<file path="config.mk">
export PLATFORM = sky130hd
export DESIGN_NAME = ctrl_pipeline
export DESIGN_NICKNAME = d
export VERILOG_FILES = /design/src/rtl/ctrl_pipeline_pkg.sv /design/src/rtl/ctrl_decode.sv /design/src/rtl/ctrl_pipeline.sv
export SDC_FILE = /design/constraint.sdc
export NUM_CORES = 1
export LEC_CHECK = 0
export ABC_AREA = 1
export BUFFER_PORTS_ARGS = -buffer_cell sky130_fd_sc_hd__buf_2
export CORE_MARGIN = 2
export CORE_UTILIZATION = 35
export CTS_CLUSTER_DIAMETER = 80
export CTS_CLUSTER_SIZE = 28
export DETAILED_ROUTE_END_ITERATION = 7
export HOLD_SLACK_MARGIN = 0.03
export PLACE_DENSITY_LB_ADDON = 0.15
export SYNTH_ARGS = -nofsm -noshare
export SYNTH_HDL_FRONTEND = slang
export SYNTH_SLANG_ARGS = --single-unit
</file>
<file path="constraint.sdc">
create_clock -name clk -period 2.7 [get_ports clk]
set_input_delay 0.54 -clock clk [delete_from_list [all_inputs] [get_ports clk]]
set_output_delay 0.54 -clock clk [all_outputs]
set_load 0.05 [all_outputs]
</file>
<file path="src/rtl/ctrl_pipeline_pkg.sv">
// RV32I control-path types: opcodes, ALU ops, mux encodings, control word,
// per-stage control register and forwarding select, plus the forwarding test.
package ctrl_pipeline_pkg;

  localparam int RV_REG_W = 5;

  typedef enum logic [6:0] {
    op_lui   = 7'b0110111,
    op_auipc = 7'b0010111,
    op_jal   = 7'b1101111,
    op_jalr  = 7'b1100111,
    op_br    = 7'b1100011,
    op_load  = 7'b0000011,
    op_store = 7'b0100011,
    op_imm   = 7'b0010011,
    op_reg   = 7'b0110011
  } rv32i_opcode;

  typedef enum logic [2:0] {
    alu_add = 3'd0, alu_sll = 3'd1, alu_sra = 3'd2, alu_sub = 3'd3,
    alu_xor = 3'd4, alu_srl = 3'd5, alu_or  = 3'd6, alu_and = 3'd7
  } alu_ops;

  // branch funct3 codes reused as compare ops for slt/sltu
  localparam logic [2:0] CMP_BLT  = 3'b100;
  localparam logic [2:0] CMP_BLTU = 3'b110;

  // alumux1: 0 = rs1, 1 = pc
  localparam logic       A1_RS1 = 1'b0;
  localparam logic       A1_PC  = 1'b1;
  // alumux2 operand select
  localparam logic [2:0] A2_I_IMM = 3'd0;
  localparam logic [2:0] A2_U_IMM = 3'd1;
  localparam logic [2:0] A2_B_IMM = 3'd2;
  localparam logic [2:0] A2_S_IMM = 3'd3;
  localparam logic [2:0] A2_RS2   = 3'd4;
  localparam logic [2:0] A2_J_IMM = 3'd5;
  // memwb writeback select
  localparam logic [2:0] WB_ALU   = 3'd0;
  localparam logic [2:0] WB_BR_EN = 3'd1;
  localparam logic [2:0] WB_U_IMM = 3'd2;
  localparam logic [2:0] WB_LW    = 3'd3;
  localparam logic [2:0] WB_PC4   = 3'd4;

  typedef struct packed {
    rv32i_opcode opcode;
    alu_ops      aluop;
    logic [2:0]  cmpop;
    logic        load_regfile;
    logic        mem_read;
    logic        mem_write;
    logic        alumux1_sel;
    logic [2:0]  alumux2_sel;
    logic        cmpmux_sel;
    logic [2:0]  memwbmux_sel;
    logic [2:0]  funct3;
    logic        muldiv;
    logic        illegal;
  } rv32i_control_word;

  typedef struct packed {
    logic                valid;
    logic [RV_REG_W-1:0] rs1;
    logic [RV_REG_W-1:0] rs2;
    logic [RV_REG_W-1:0] rd;
    rv32i_control_word   cword;
  } ctrl_stage_t;

  typedef enum logic [1:0] {
    fwd_rf  = 2'd0,
    fwd_mem = 2'd1,
    fwd_wb  = 2'd2
  } fwd_sel_t;

  // Nearest producer wins: MEM is younger than WB.
  function automatic fwd_sel_t fwd_pick(ctrl_stage_t mem, ctrl_stage_t wb,
                                        logic [RV_REG_W-1:0] rs);
    if (mem.valid && mem.cword.load_regfile && (mem.rd != '0) && (mem.rd == rs))
      return fwd_mem;
    if (wb.valid && wb.cword.load_regfile && (wb.rd != '0) && (wb.rd == rs))
      return fwd_wb;
    return fwd_rf;
  endfunction

endpackage

</file>
<file path="src/rtl/ctrl_decode.sv">
// ID-stage decoder: opcode/funct fields to control word, plus which source
// registers the instruction actually reads (for load-use detection).
module ctrl_decode
  import ctrl_pipeline_pkg::*;
#(
  parameter bit M_EXT = 1'b0
) (
  input  logic [6:0]          opcode,
  input  logic [2:0]          funct3,
  input  logic [6:0]          funct7,
  input  logic [RV_REG_W-1:0] rd,
  output rv32i_control_word   cword,
  output logic                uses_rs1,
  output logic                uses_rs2
);

  rv32i_opcode op;
  assign op = rv32i_opcode'(opcode);

  // opcode -> control word; unknown opcodes flag illegal with no side effects
  always_comb begin
    cword        = '0;
    cword.opcode = op;
    cword.funct3 = funct3;
    case (op)
      op_lui: begin
        cword.load_regfile = 1'b1;
        cword.memwbmux_sel = WB_U_IMM;
      end
      op_auipc: begin
        cword.load_regfile = 1'b1;
        cword.alumux1_sel  = A1_PC;
        cword.alumux2_sel  = A2_U_IMM;
      end
      op_jal: begin
        cword.load_regfile = 1'b1;
        cword.alumux1_sel  = A1_PC;
        cword.alumux2_sel  = A2_J_IMM;
        cword.memwbmux_sel = WB_PC4;
      end
      op_jalr: begin
        cword.load_regfile = 1'b1;
        cword.alumux1_sel  = A1_RS1;
        cword.alumux2_sel  = A2_I_IMM;
        cword.memwbmux_sel = WB_PC4;
      end
      op_br: begin
        cword.alumux1_sel = A1_PC;
        cword.alumux2_sel = A2_B_IMM;
        cword.cmpop       = funct3;
      end
      op_load: begin
        cword.load_regfile = 1'b1;
        cword.mem_read     = 1'b1;
        cword.alumux2_sel  = A2_I_IMM;
        cword.memwbmux_sel = WB_LW;
      end
      op_store: begin
        cword.mem_write   = 1'b1;
        cword.alumux2_sel = A2_S_IMM;
      end
      op_imm: begin
        cword.load_regfile = 1'b1;
        cword.alumux2_sel  = A2_I_IMM;
        case (funct3)
          3'b010: begin
            cword.cmpop = CMP_BLT;  cword.cmpmux_sel = 1'b1; cword.memwbmux_sel = WB_BR_EN;
          end
          3'b011: begin
            cword.cmpop = CMP_BLTU; cword.cmpmux_sel = 1'b1; cword.memwbmux_sel = WB_BR_EN;
          end
          3'b101:  cword.aluop = funct7[5] ? alu_sra : alu_srl;
          default: cword.aluop = alu_ops'(funct3);
        endcase
      end
      op_reg: begin
        cword.load_regfile = 1'b1;
        cword.alumux2_sel  = A2_RS2;
        cword.muldiv       = M_EXT && (funct7 == 7'b0000001);
        case (funct3)
          3'b000:  cword.aluop = funct7[5] ? alu_sub : alu_add;
          3'b010: begin cword.cmpop = CMP_BLT;  cword.memwbmux_sel = WB_BR_EN; end
          3'b011: begin cword.cmpop = CMP_BLTU; cword.memwbmux_sel = WB_BR_EN; end
          3'b101:  cword.aluop = funct7[5] ? alu_sra : alu_srl;
          default: cword.aluop = alu_ops'(funct3);
        endcase
      end
      default: cword.illegal = 1'b1;
    endcase
    // x0 is hardwired; never let a write to it look like a producer
    if (rd == '0) cword.load_regfile = 1'b0;
  end

  // source-register usage: lui/auipc/jal ignore rs1; only br/store/reg read rs2
  always_comb begin
    uses_rs1 = !(op inside {op_lui, op_auipc, op_jal});
    uses_rs2 = op inside {op_br, op_store, op_reg};
  end

endmodule

</file>
<file path="src/rtl/ctrl_pipeline.sv">
// Control path for the 5-stage RV32I core: decodes ID, carries the control
// word through EX/MEM/WB, and resolves freeze, redirect, load-use and
// EX operand forwarding.
module ctrl_pipeline
  import ctrl_pipeline_pkg::*;
#(
  parameter bit M_EXT  = 1'b0,
  parameter int REG_W  = 5,
  parameter bit FWD_EN = 1'b1
) (
  input  logic             clk,
  input  logic             rst_n,
  input  logic             id_valid,
  input  logic [6:0]       id_opcode,
  input  logic [2:0]       id_funct3,
  input  logic [6:0]       id_funct7,
  input  logic [REG_W-1:0] id_rs1,
  input  logic [REG_W-1:0] id_rs2,
  input  logic [REG_W-1:0] id_rd,
  input  logic             mem_busy,
  input  logic             redirect,
  output logic             id_ready,
  output ctrl_stage_t      ex_ctrl,
  output ctrl_stage_t      mem_ctrl,
  output ctrl_stage_t      wb_ctrl,
  output fwd_sel_t         fwd_a_sel,
  output fwd_sel_t         fwd_b_sel
);

  ctrl_stage_t       ex_q, mem_q, wb_q, id_word, ex_d;
  rv32i_control_word id_cw;
  logic              uses_rs1, uses_rs2, load_use;

  ctrl_decode #(.M_EXT(M_EXT)) u_dec (
    .opcode   (id_opcode),
    .funct3   (id_funct3),
    .funct7   (id_funct7),
    .rd       (RV_REG_W'(id_rd)),
    .cword    (id_cw),
    .uses_rs1 (uses_rs1),
    .uses_rs2 (uses_rs2)
  );

  // assemble the ID stage word
  always_comb begin
    id_word       = '0;
    id_word.valid = id_valid;
    id_word.rs1   = RV_REG_W'(id_rs1);
    id_word.rs2   = RV_REG_W'(id_rs2);
    id_word.rd    = RV_REG_W'(id_rd);
    id_word.cword = id_cw;
  end

  // load in EX whose result a source of ID needs: one bubble is unavoidable
  always_comb begin
    load_use = ex_q.valid && ex_q.cword.mem_read && (ex_q.rd != '0) &&
               ((uses_rs1 && (ex_q.rd == id_word.rs1)) ||
                (uses_rs2 && (ex_q.rd == id_word.rs2)));
  end

  // advance priority: freeze > redirect > load-use > normal
  always_comb begin
    ex_d     = id_word;
    id_ready = 1'b1;
    if (mem_busy) begin
      id_ready = 1'b0;
    end else if (redirect) begin
      ex_d = '0;
    end else if (load_use) begin
      ex_d     = '0;
      id_ready = 1'b0;
    end
  end

  // stage registers; mem_busy holds everything in place
  always_ff @(posedge clk or negedge rst_n) begin
    if (!rst_n) begin
      ex_q  <= '0;
      mem_q <= '0;
      wb_q  <= '0;
    end else if (!mem_busy) begin
      ex_q  <= ex_d;
      mem_q <= ex_q;
      wb_q  <= mem_q;
    end
  end

  // EX operand forwarding from registered MEM/WB state
  always_comb begin
    fwd_a_sel = fwd_rf;
    fwd_b_sel = fwd_rf;
    if (FWD_EN) begin
      fwd_a_sel = fwd_pick(mem_q, wb_q, ex_q.rs1);
      fwd_b_sel = fwd_pick(mem_q, wb_q, ex_q.rs2);
    end
  end

  assign ex_ctrl  = ex_q;
  assign mem_ctrl = mem_q;
  assign wb_ctrl  = wb_q;

endmodule

</file>
# Word level (Yosys, flattened, before mapping)

Index checks and enable logic that the tools add are counted.

Register bits: 135
Output and inout port bits: 140
Word-level logic and storage cells: 134

Equality and inequality tests: 18
Mux-type cells: 37
Reductions and logical operators: 28

Operators by type and width:

| operator                                                               | number |
|---|---|
| 45-bit 2-to-1 mux                                                      | 2 |
| 5-bit equality test                                                    | 6 |
| 3-bit one-hot mux with 5 select lines                                  | 2 |
| 3-bit one-hot mux with 2 select lines                                  | 4 |
| 7-bit by 6-bit equality test with 1-bit output (second input constant) | 3 |
| 7-bit equality test (second input constant)                            | 3 |
| 2-bit 2-to-1 mux                                                       | 9 |
| 1-bit 2-to-1 mux                                                       | 17 |
| 5-bit nonzero test                                                     | 3 |
| 7-bit by 5-bit equality test with 1-bit output (second input constant) | 2 |
| 1-bit logical AND                                                      | 13 |
| 3-bit one-hot mux with 3 select lines                                  | 1 |
| 9-bit OR reduction                                                     | 1 |
| 7-bit by 2-bit equality test with 1-bit output (second input constant) | 1 |
| 7-bit OR reduction                                                     | 1 |
| 3-bit by 2-bit equality test with 1-bit output (second input constant) | 2 |
| 3-bit nonzero test                                                     | 2 |
| 2-bit OR reduction                                                     | 3 |
| 5-bit logical NOT                                                      | 1 |
| 4-bit 2-to-1 mux                                                       | 1 |
| 3-bit equality test (second input constant)                            | 1 |
| 3-bit logical NOT                                                      | 1 |
| 3-bit 2-to-1 mux                                                       | 1 |
| 3-bit OR reduction                                                     | 1 |
| other kinds (2)                                                        | 2 |

# Longest topological paths before layout

Depth in word-level cells: 9
Depth in mapped cells: 12
Mapped depth without buffers: 11

# Cells and area by module

Synthesis repeated with hierarchy kept, for this count alone.

Cell total of the unflattened synthesis: 824
Area total of the unflattened synthesis: 6373.6 sq um

Modules (own cells, without submodules):

| module        | times used | cells an instance | area an instance (sq um) | sequential area each (sq um) |
|---|---|---|---|---|
| ctrl_pipeline | 1          | 723               | 5848.1                   | 3378.2 |
| ctrl_decode   | 1          | 101               | 525.5                    | 0.0 |

# Least setup slack after synthesis

Ideal clock, no wire load.

Path type: register to output
Start point: reg mem_q, in the netlist mem_ctrl[31]
End point: out fwd_a_sel[1]
Arrival: 3200 ps
Path slack: -1040 ps
Stages on the path, launching flop included: 5
Cells stage by stage: dfrtp_1 -> xnor2_1 -> nand3_1 -> nor4_1 -> nor2_1

Longest elaborated chain between the ends: 5
Elaborated cells on any way between the ends: 6

RTL lines:

| what                   | RTL line                | RTL |
|---|---|---|
| start, declared        | ctrl_pipeline.sv:30     | `ctrl_stage_t ex_q, mem_q, wb_q, id_word, ex_d;` |
| start signal, assigned | ctrl_pipeline.sv:83     | `mem_q <= ex_q;` |
| 5-bit nonzero test     | ctrl_pipeline_pkg.sv:78 | `if (mem.valid && mem.cword.load_regfile && (mem.rd != '0) && (mem.rd == rs))` |
| 1-bit logical AND      | ctrl_pipeline_pkg.sv:78 |  |
| 1-bit logical AND *    | ctrl_pipeline_pkg.sv:78 |  |
| 1-bit 2-to-1 mux *     | ctrl_pipeline_pkg.sv:78 |  |
| 2-bit 2-to-1 mux *     | ctrl_pipeline_pkg.sv:80 | `if (wb.valid && wb.cword.load_regfile && (wb.rd != '0) && (wb.rd == rs))` |
| end, declared          | ctrl_pipeline.sv:26     | `output fwd_sel_t fwd_a_sel,` |

Every way passes the cells marked *; elsewhere a longest branch is shown, timed or not.

# Worst setup path in the final report

Start point: reg mem_q, in the netlist mem_ctrl[32]
End point: out fwd_a_sel[1]

Same word-level chain as after synthesis.

==> flow_summary_export.csv <==
group,metric,value,unit
global_route,grt_pass1_wl,26.4,mm
global_route,grtUsageTotal,18.9,%
drt,wire_per_inst,14.8,um
synthesis,ys_warn_count,0,
cts,cts_tree,"built",
floorplanning,dieHeight,134,um
cts,post_cts_resized,0,
critical_path,crit_required,2.16,ns
sta,slew-limit-headroom,42.0,%
global_route,antenna_found_initial,0,
cells_and_area,layout_commonest_cell,"nand2_1",
power_and_ir_drop,switching_share,29.4,%
cells_and_area,layout.nets,906,
critical_path,path_max_fanout,6,
placement,dp_hpwl,11.4,mm
drt,ant_nets,0,
power_and_ir_drop,power_frac_clock,44.7,%
global_route,overflow,0,
synthesis,synth.top_cell.area_share,56.3,%
drt,vias,5108,
power_and_ir_drop,peakVddDrop,0.422,mV
global_route,grt_start_max_net_pins,96,
drt,wl,16.3,mm
critical_path,crit_chain,"nor3_1 -> nand3_1 -> nand3_1 -> nor4_2 -> nor2_1 -> buf_2",
placement,pre_cts_ws,0.341,ns
job,maxCapViolCount,0,
cells_and_area,mostFrequentLayoutCells,"nand2_1, buf_2, dfrtp_1, o21ai_0, inv_1",
critical_path,cp_data_arrival_time,1.86,ns
drt,vias_per_cell,4.63,
synthesis,ys_async_sr_fraction,100,%
synthesis,ys_seq_area_share,56.3,%
cts,clock_sinks,132,
min_path,hp-class,"input port to asynchronous set/reset pin",
cts,clk_path_buf_depth,2,
synthesis,synth-edff-count,0,
critical_path,critPathLaunchType,"register",
sta,fin_crit_sh,88.7,%
cts,cts-buffers-inserted,17,
placement,place_congestion,0.810,
placement,io_buffers,167,
cells_and_area,fillCellCount,1703,
cts,clk_latency,0.42,ns
floorplanning,ios,177,
power_and_ir_drop,power.internal,4.07,mW
floorplanning,fp-row-count,47,
floorplanning,start_util,35.7,%
synthesis,synthFlopType,"dfrtp_1",
sta,rsz0062_at_grt,"no",
sta,skew,0.00691,ns
sta,max_freq,0.417,GHz
cells_and_area,drive_gt1_share,24.9,%
critical_path,end_kind,"primary output",
power_and_ir_drop,powerDensity,761,nW/um2
synthesis,syn_inst,709,
sta,hold_violations,0,
global_route,grt_pass1_vias,4942,
critical_path,cpMostUsedCell,"nand3_1",
sta,tightest_slew,0.871,ns
drt,dr.pass1.iters,4,
sta,min_period,2.40,ns
cts,clk_pin_slew,0.06,ns
drt,dr.first_iter.drc_count,261,
cts,htreeDepth,4,
power_and_ir_drop,p_comb_share,16.7,%
synthesis,yosysUniqueCellTypes,30,
sta,setup_viol,0,
power_and_ir_drop,p_leak,4.28,nW
synthesis,synth_top_cells_by_area,"dfrtp_1, nand2_1, o21ai_0, nand3_1, inv_1",
critical_path,crit_slowest_cell,"dfrtp_1",
cts,root_buffer,"clkbuf_16",
synthesis,synth-seq-cells,132,
sta,slew_violations,0,
cells_and_area,stdcell_count,1103,
synthesis,synth_top_area_cell,"dfrtp_1",
synthesis,synth_area_per_cell,8.28,um2
floorplanning,die_w,134,um
run_status,outcome,"completed",
cts,postCtsSetupRepairBufs,0,
floorplanning,core,16500,um2
drt,route.detailed.drc,0,
floorplanning,dieArea,17800,um2
cts,postCtsHoldBufs,0,
cells_and_area,regArea,3300,um2
power_and_ir_drop,switching_power,1.70,mW
synthesis,syn_area,5870,um2
sta,worst_slack,0.304,ns
placement,dp.cells,1070,
cells_and_area,synthToLayoutAreaGrowth,29.1,%
critical_path,critPathMaxStageDelay,0.49,ns
critical_path,crit_type,"register to primary output",
cells_and_area,multi_input_area,2190,um2
power_and_ir_drop,seqPwrFrac,38.5,%
## cells by family (layout without fill, tap and decap cells)
family	after synthesis	after routing	share of synthesized area [%]
flops	132	132	56.3
buf+inv	93	263	6.71
other cells	1	5	0.0639
compound gates	72	72	6.31
xor+xnor	24	24	3.58
simple gates	387	387	27.1
## path summary, 6_finish.rpt
check / start / to / slack, ns / cells after the start
worst max register to register: ex_ctrl[33] / ex_ctrl[5] / 0.98 / 11
max in group asynchronous: rst_n / ex_ctrl[40] / 1.92 / 2
min in group clk: id_valid / ex_ctrl[44] / 0.35 / 3
worst min-delay path: rst_n / wb_ctrl[41] / 0.06 / 1
worst max-delay path: mem_ctrl[32] / fwd_a_sel[1] / 0.30 / 6
worst min register to register: wb_ctrl[5] / wb_ctrl[5] / 0.47 / 2
## worst max-delay path: cells and delay by family, from the launching register on
family        cells  cell delay [ns]
flops             1             0.49
simple gates      5             0.67
buf+inv           1             0.27
## through the flow
stage | instance area (um2) | utilization [%] | setup TNS [ns] | hold WS [ns] | total power [mW]
3_3_place_gp | 6910 | 42.0 | 0 | 0.458 | 3.23
5_1_grt | 7580 | 46.0 | 0 | 0.0737 | 6.02
2_1_floorplan | 5890 | - | -0.582 | 0.244 | 2.93
3_5_place_dp | 6910 | 42.0 | 0 | 0.460 | 3.24
6_report | 7580 | 46.0 | 0 | 0.0577 | 5.77
4_1_cts | 7580 | 46.0 | 0 | 0.0517 | 5.85
## layout make-up
type                       count  area share, %
antenna                        2         0.0660
timing repair buffer         173           12.1
sequential                   132           43.6
tap                          220           3.63
clock inverter                 9           2.28
inverter                      59           2.92
multi-input combinational    486           28.9
clock buffer                  22           6.52
## power by group through the flow
stage	clock [mW]	sequential [mW]	combinational (mW)
after global placement	0	2.26	0.968
after CTS	2.65	2.23	0.978
after floorplan	0	2.67	0.263
after detailed placement	0	2.26	0.976
final	2.58	2.22	0.965
after global routing	2.73	2.24	1.04
## routing by layer
metal  GRT usage (%)  wire length [um]  vias up
li1                -                 -     2542
met1            25.7              7490     2424
met2            29.9              7720      132
met3            4.60               896       10
met4            5.85               158        0
met5               0                 0        -
## synth_stat cells (2+ instances only)
cell / n
a21oi_1: 3
nand3_1: 51
nor3_1: 7
o211ai_1: 3
clkbuf_1: 23
nand2_2: 4
xor2_1: 11
inv_1: 57
nand4_1: 6
o21ai_1: 3
dfrtp_1: 132
nor4_1: 2
o21ai_0: 62
nor2_2: 3
nand2_1: 282
buf_6: 4
buf_4: 3
xnor2_1: 13
buf_2: 3
or2_2: 2
nor2_1: 26
## registers in the layout (all words and copies together), names as in the netlist
register and cells:
ex_ctrl 44, wb_ctrl 44, mem_ctrl 44
No activity file was read; power rests on OpenSTA's default activity.
